===== config.mk =====
export PLATFORM = sky130hd
export DESIGN_NAME = i2c_target_regs
export DESIGN_NICKNAME = d
export VERILOG_FILES = /design/src/rtl/i2c_target_regs.sv
export SDC_FILE = /design/constraint.sdc
export NUM_CORES = 1
export LEC_CHECK = 0
export BUFFER_PORTS_ARGS = -buffer_cell sky130_fd_sc_hd__buf_2
export CORE_UTILIZATION = 40
export DETAILED_ROUTE_END_ITERATION = 10
export GPL_TIMING_DRIVEN = 1
export HOLD_SLACK_MARGIN = 0.02
export PLACE_DENSITY_LB_ADDON = 0.25
export SLEW_MARGIN = 20
export SYNTH_ARGS = -nofsm -noshare
export SYNTH_HDL_FRONTEND = slang
export SYNTH_SLANG_ARGS = --single-unit

===== constraint.sdc =====
create_clock -name clk -period 1.9 [get_ports clk]
set_input_delay 0.285 -clock clk [delete_from_list [all_inputs] [get_ports clk]]
set_output_delay 0.285 -clock clk [all_outputs]
set_load 0.1 [all_outputs]

===== src/rtl/i2c_target_regs.sv =====
// I2C target with a byte-wide register port. Decodes START/STOP from
// filtered SCL/SDA, matches a 7-bit address and maps bus writes/reads onto
// reg_* through an auto-incrementing 8-bit pointer. SDA is open-drain:
// sda_oe=1 pulls the line low. SCL is never driven.
`timescale 1ns/1ps
module i2c_target_regs #(
    parameter logic [6:0] SLAVE_ADDR = 7'h50,
    parameter int         FILTER_LEN = 3
) (
    input  logic       clk,
    input  logic       reset,
    input  logic       scl_in,
    input  logic       sda_in,
    output logic       sda_oe,
    output logic       busy,
    output logic [7:0] reg_addr,
    output logic       reg_wr_en,
    output logic [7:0] reg_wr_data,
    output logic       reg_rd_en,
    input  logic [7:0] reg_rd_data
);
    localparam int CNT_W = (FILTER_LEN > 1) ? $clog2(FILTER_LEN) : 1;
    localparam logic [CNT_W-1:0] CNT_MAX  = CNT_W'(FILTER_LEN - 1);
    localparam logic [CNT_W-1:0] CNT_ZERO = {CNT_W{1'b0}};
    localparam logic [CNT_W-1:0] CNT_ONE  = CNT_W'(1);

    typedef enum logic [3:0] {
        IDLE, ADDR, ADDR_ACK, PTR, PTR_ACK, WDATA, WDATA_ACK, RDATA, RDATA_ACK, IGNORE
    } state_t;

    logic             scl_sync1_r, scl_sync2_r, scl_f_r, scl_prev_r;
    logic             sda_sync1_r, sda_sync2_r, sda_f_r, sda_prev_r;
    logic [CNT_W-1:0] scl_cnt_r, sda_cnt_r;

    state_t     state_r, state_s;
    logic [2:0] bit_cnt_r, bit_cnt_s;
    logic [7:0] shift_r, shift_s;
    logic [7:0] ptr_r, ptr_s;
    logic       rw_r, rw_s;
    logic       sda_oe_r, sda_oe_s;
    logic       busy_r, busy_s;
    logic       wr_en_r, wr_en_s;
    logic [7:0] wr_data_r, wr_data_s;
    logic       rd_en_r, rd_en_s;

    logic       scl_rise_s, scl_fall_s, start_s, stop_s;
    logic [7:0] byte_s;

    // SCL synchronizer and stability filter: output follows only after FILTER_LEN equal samples
    always_ff @(posedge clk) begin
        if (reset) begin
            scl_sync1_r <= 1'b1;
            scl_sync2_r <= 1'b1;
            scl_f_r     <= 1'b1;
            scl_cnt_r   <= CNT_ZERO;
        end else begin
            scl_sync1_r <= scl_in;
            scl_sync2_r <= scl_sync1_r;
            if (scl_sync2_r == scl_f_r) begin
                scl_cnt_r <= CNT_ZERO;
            end else if (scl_cnt_r == CNT_MAX) begin
                scl_f_r   <= scl_sync2_r;
                scl_cnt_r <= CNT_ZERO;
            end else begin
                scl_cnt_r <= scl_cnt_r + CNT_ONE;
            end
        end
    end

    // SDA synchronizer and stability filter, identical to the SCL path so edge order is preserved
    always_ff @(posedge clk) begin
        if (reset) begin
            sda_sync1_r <= 1'b1;
            sda_sync2_r <= 1'b1;
            sda_f_r     <= 1'b1;
            sda_cnt_r   <= CNT_ZERO;
        end else begin
            sda_sync1_r <= sda_in;
            sda_sync2_r <= sda_sync1_r;
            if (sda_sync2_r == sda_f_r) begin
                sda_cnt_r <= CNT_ZERO;
            end else if (sda_cnt_r == CNT_MAX) begin
                sda_f_r   <= sda_sync2_r;
                sda_cnt_r <= CNT_ZERO;
            end else begin
                sda_cnt_r <= sda_cnt_r + CNT_ONE;
            end
        end
    end

    assign scl_rise_s = scl_f_r & ~scl_prev_r;
    assign scl_fall_s = ~scl_f_r & scl_prev_r;
    assign start_s    = scl_f_r & scl_prev_r & sda_prev_r & ~sda_f_r;
    assign stop_s     = scl_f_r & scl_prev_r & ~sda_prev_r & sda_f_r;
    assign byte_s     = {shift_r[6:0], sda_f_r};

    // Protocol next-state and datapath decode
    always_comb begin
        state_s   = state_r;
        bit_cnt_s = bit_cnt_r;
        shift_s   = shift_r;
        ptr_s     = ptr_r;
        rw_s      = rw_r;
        sda_oe_s  = sda_oe_r;
        busy_s    = busy_r;
        wr_en_s   = 1'b0;
        wr_data_s = wr_data_r;
        rd_en_s   = 1'b0;

        // A strobe issued last cycle advances the pointer; a read strobe also captures the data
        if (wr_en_r) begin
            ptr_s = ptr_r + 8'd1;
        end else if (rd_en_r) begin
            ptr_s   = ptr_r + 8'd1;
            shift_s = reg_rd_data;
        end else begin
            ptr_s = ptr_r;
        end

        if (stop_s) begin
            state_s   = IDLE;
            busy_s    = 1'b0;
            sda_oe_s  = 1'b0;
            bit_cnt_s = 3'd0;
        end else if (start_s) begin
            state_s   = ADDR;
            busy_s    = 1'b1;
            sda_oe_s  = 1'b0;
            bit_cnt_s = 3'd0;
        end else begin
            case (state_r)
                ADDR, PTR, WDATA: begin
                    if (scl_rise_s) begin
                        shift_s   = byte_s;
                        bit_cnt_s = bit_cnt_r + 3'd1;
                        if (bit_cnt_r == 3'd7) begin
                            case (state_r)
                                ADDR: begin
                                    if (shift_r[6:0] == SLAVE_ADDR) begin
                                        state_s = ADDR_ACK;
                                        rw_s    = sda_f_r;
                                    end else begin
                                        state_s = IGNORE;
                                    end
                                end
                                PTR: begin
                                    ptr_s   = byte_s;
                                    state_s = PTR_ACK;
                                end
                                WDATA: begin
                                    wr_en_s   = 1'b1;
                                    wr_data_s = byte_s;
                                    state_s   = WDATA_ACK;
                                end
                                default: state_s = IDLE;
                            endcase
                        end else begin
                            state_s = state_r;
                        end
                    end else begin
                        state_s = state_r;
                    end
                end
                // First falling edge asserts the ACK, the next one releases it
                ADDR_ACK, PTR_ACK, WDATA_ACK: begin
                    if (scl_fall_s) begin
                        if (!sda_oe_r) begin
                            sda_oe_s = 1'b1;
                        end else begin
                            sda_oe_s  = 1'b0;
                            bit_cnt_s = 3'd0;
                            state_s   = (state_r == ADDR_ACK) ? PTR : WDATA;
                        end
                    end else if (scl_rise_s && (state_r == ADDR_ACK) && rw_r) begin
                        // Fetch the first read byte during the ACK clock; the ACK holds to the next fall
                        state_s   = RDATA;
                        rd_en_s   = 1'b1;
                        bit_cnt_s = 3'd0;
                    end else begin
                        state_s = state_r;
                    end
                end
                RDATA: begin
                    if (scl_fall_s) begin
                        sda_oe_s = ~shift_r[7];
                    end else if (scl_rise_s) begin
                        shift_s   = {shift_r[6:0], 1'b0};
                        bit_cnt_s = bit_cnt_r + 3'd1;
                        state_s   = (bit_cnt_r == 3'd7) ? RDATA_ACK : RDATA;
                    end else begin
                        state_s = RDATA;
                    end
                end
                RDATA_ACK: begin
                    if (scl_fall_s) begin
                        sda_oe_s = 1'b0;
                    end else if (scl_rise_s) begin
                        bit_cnt_s = 3'd0;
                        if (!sda_f_r) begin
                            state_s = RDATA;
                            rd_en_s = 1'b1;
                        end else begin
                            state_s  = IGNORE;
                            sda_oe_s = 1'b0;
                        end
                    end else begin
                        state_s = RDATA_ACK;
                    end
                end
                IDLE:    state_s = IDLE;
                IGNORE:  state_s = IGNORE;
                default: state_s = IDLE;
            endcase
        end
    end

    // State, datapath and output registers
    always_ff @(posedge clk) begin
        if (reset) begin
            scl_prev_r <= 1'b1;
            sda_prev_r <= 1'b1;
            state_r    <= IDLE;
            bit_cnt_r  <= 3'd0;
            shift_r    <= 8'h00;
            ptr_r      <= 8'h00;
            rw_r       <= 1'b0;
            sda_oe_r   <= 1'b0;
            busy_r     <= 1'b0;
            wr_en_r    <= 1'b0;
            wr_data_r  <= 8'h00;
            rd_en_r    <= 1'b0;
        end else begin
            scl_prev_r <= scl_f_r;
            sda_prev_r <= sda_f_r;
            state_r    <= state_s;
            bit_cnt_r  <= bit_cnt_s;
            shift_r    <= shift_s;
            ptr_r      <= ptr_s;
            rw_r       <= rw_s;
            sda_oe_r   <= sda_oe_s;
            busy_r     <= busy_s;
            wr_en_r    <= wr_en_s;
            wr_data_r  <= wr_data_s;
            rd_en_r    <= rd_en_s;
        end
    end

    assign sda_oe      = sda_oe_r;
    assign busy        = busy_r;
    assign reg_addr    = ptr_r;
    assign reg_wr_en   = wr_en_r;
    assign reg_wr_data = wr_data_r;
    assign reg_rd_en   = rd_en_r;
endmodule


==> metrics.md <==
| Metric | Value |
|---|---|
| Outcome | finished clean |
| Combinational share of power | 0.334 |
| Critical-path cell list | inv_1 > ha_1 > and3_1 > a211oi_2 > buf_6 > nor2_1 > a21oi_1 > nor2_1 |
| Antenna cell count | 0 |
| Warnings from Yosys | 0 |
| Core Region | 5960 sq um |
| Max-cap violations | 0 |
| Pins Over Slew Limit | 0 |
| DRT Pass-1 Iters | 5 |
| EDFF count, synth | 0 |
| Sequential group share of total power | 0.427 |
| Endpoints failing setup | 0 |
| Hold Slack | between 0.15 and 0.2 ns |
| Met2 Wirelength | roughly 2600 um |
| Met3 wire len | roughly 210 um |
| Hold Crit Class | in2reg |
| Routed WL | roughly 5600 um |
| Average wire per standard cell | about 14 um |
| CTS tree | done |
| Leading cell type in the layout, fill and taps excluded | nor2_1 |
| Clock Tree Buf Depth | 2 |
| Leak Pwr | 1.24 nW |
| RSZ-0062 raised after global routing | true |
| Sw Share | 0.334 |
| DRT met1 WL | between 2000 and 3000 um |
| Htree depth | 2 |
| First-pass GRT wire length | ~9500 um |
| Netlist cell types | 53 |
| Remaining global-route overflow | 0 |
| DRC violations left | 0 |
| Slew @ Worst Pin | a little over 0.6 ns |
| CTS root buf | clkbuf_8 |
| Final setup TNS | 0 ns |
| Die width | just over 80 um |
| Pwr/cell area | just over 900 nW/um^2 |
| Largest stage delay, worst path | 0.34 ns |
| Area growth syn-to-layout | 20.3% |
| Most frequent cells in the layout | nor2_1 (49), dfxtp_1 (40), buf_2 (31) |
| Number of synthesized register bits | 48 |
| 1st-iter DRT viols | roughly 220 |
| Share of layout cells above drive strength 1 | 0.283 |
| Internal power | about 1.8 mW |
| Fmax | between 500 and 600 MHz |
| Worst-Skew Late Latency | about 0.30 ns |
| Most frequent CP cell | nor2_1 |
| Skew final | approximately 0.0023 ns |
| Detailed Place HPWL | 3980 um |
| CP Data Arrival Time | 1.94 ns |
| Die area | about 6500 sq um |
| Async SR Flop Fraction | 0 |
| Rel. slew slack | 0.591 |
| Sequential fraction of the synthesis area | 0.389 |
| Routability cong. | just under 0.9 |
| Die Y | around 81 um |
| Largest net degree at the start of global routing | 20 |
| Top_reg_cell synth | dfxtp_1 |
| Post-layout util | 0.499 |
| Worst-path fanout max | 14 |
| Detail Route Antenna Nets | 0 |
| Tot GR Track Use | 0.190 |
| Synth Instances | about 290 |
| Io pins | 32 |
| Syn Nets | approximately 310 |
| Final #Nets | 351 |
| Via count | between 2k and 2.5k |
| Final Hold Fails | 0 |
| Mapped cell area | approximately 2500 sq um |
| Avg Inst Size Synth | between 8 and 9 sq um |
| Min Tclk post-route | roughly 1.8 ns |
| Worst setup path class | reg2reg |
| Fin crit share | 0.924 |
| CTS Buf Count | 5 |
| Ratio of routed vias to standard cells | between 5 and 6 |
| Top layer in use | met4 |
| PortBufs | 31 |
| CP Launch Type | register |
| Psw | 0.912 mW |
| Initial antenna violation count | 0 |
| Clock transition at path regs | about 0.090 ns |
| CP max-delay cell | dfxtp_1 |
| Row cnt | 28 |
| Data required time at the worst endpoint | roughly 2.1 ns |
| Worst setup EP type | register |
| Initial Util | 0.415 |
| Max VDD drop | ~0.00063 V |
| Vias in the first global route | around 2k |
| Clock power frac | 0.238 |
| Clk sinks | 48 |
## area by class of cell
class	instances	area [sq um]
fillers	608	2980
repair buffers	56	363
clock buffers	6	82.6
flip-flops and latches	48	971
well taps	75	93.8
clock inverters	2	13.8
inverters	6	22.5
multi-input cells	214	1430
## power groups by stage
stage,Clock [mW],Sequential (mW),Combinational [mW]
final,0.650,1.17,0.912
after global routing,0.718,1.18,1.02
after CTS,0.677,1.16,0.847
after detailed placement,0,1.18,0.842
after global placement,0,1.18,0.843
after floorplan,0,1.11,0.700
## registers in the layout, indices dropped and copies added, names as in the netlist
signal / flops
bit_cnt_r: 3
state_r: 4
sda_oe: 1
reg_addr: 8
scl_cnt_r: 2
reg_wr_en: 1
sda_prev_r: 1
reg_rd_en: 1
rw_r: 1
sda_sync1_r: 1
scl_sync1_r: 1
sda_sync2_r: 1
sda_f_r: 1
scl_sync2_r: 1
reg_wr_data: 8
scl_f_r: 1
busy: 1
shift_r: 8
sda_cnt_r: 2
scl_prev_r: 1
## path summary, 6_finish.rpt
check / from / slack, ns / end / depth (start not counted)
worst max register to register: scl_f_r / 0.14 / shift_r[1] / 8
worst min register to register: scl_cnt_r[0] / 0.41 / scl_cnt_r[0] / 1
worst max-delay path: scl_f_r / 0.14 / shift_r[1] / 8
worst min-delay path: scl_in / 0.16 / scl_sync1_r / 2
## cell usage after synthesis, drive strengths merged (2+ instances only)
library cell	number	share of area
nor2	49	0.074
dfxtp	48	0.39
nand2	25	0.038
mux2i	23	0.095
a21oi	20	0.042
clkbuf	11	0.017
o21ai	9	0.018
a211oi	8	0.028
buf	8	0.021
ha	8	0.041
inv	6	0.0091
or2	6	0.015
xnor2	6	0.021
nor3	5	0.010
xor2	5	0.021
nand3b	4	0.014
nor2b	4	0.010
and3	3	0.0076
nand2b	3	0.0076
nand3	3	0.0061
o21a	3	0.0091
or3	3	0.0076
a31oi	2	0.0051
and3b	2	0.0071
nor4b	2	0.0096
o2111ai	2	0.0071
o221ai	2	0.0071
or3b	2	0.0071
## routing by layer
layer | vias up | global-route usage
met5 | - | 0
met4 | 0 | 0.0821
met3 | 9 | 0.0409
met2 | 45 | 0.308
met1 | 974 | 0.241
li1 | 1089 | -
## kinds of logic (layout without fill, tap and decap cells)
group	count (synthesis)	in the layout	synth area share
AO/OA/AOI/OAI	57	57	0.156
adder cells (fa/ha/maj)	8	8	0.0405
flip-flops	48	48	0.389
XOR/XNOR	11	11	0.0420
multiplexers	24	24	0.0993
buffers and inverters	25	70	0.0471
AND/OR/NAND/NOR	114	114	0.226
## through the flow
stage	power, mW	instances	area (sq um)	setup WS, ns
after global routing	2.91	407	2970	0.00438
final	2.73	407	2970	0.144
after CTS	2.68	405	2910	0.106
after global placement	2.03	397	2820	0.157
after floorplan	1.81	287	2480	0.0154
after detailed placement	2.02	397	2820	0.135
## critical path: cells and delay by family, from the launching register on
kind	cells	cell delay [ns]
adders and majority gates	1	0.26
and+or+nand+nor	3	0.36
buffers and inverters	2	0.27
AOI/OAI and AO/OA	2	0.43
DFF	1	0.34
## repair_timing
item	CTS	global route
buffers inserted	0	2
hold endpoints to repair	0	0
setup endpoints to repair	0	11
hold buffers	0	0
gates resized for setup	0	14
Note: power is estimated with default switching activity, not from simulation.
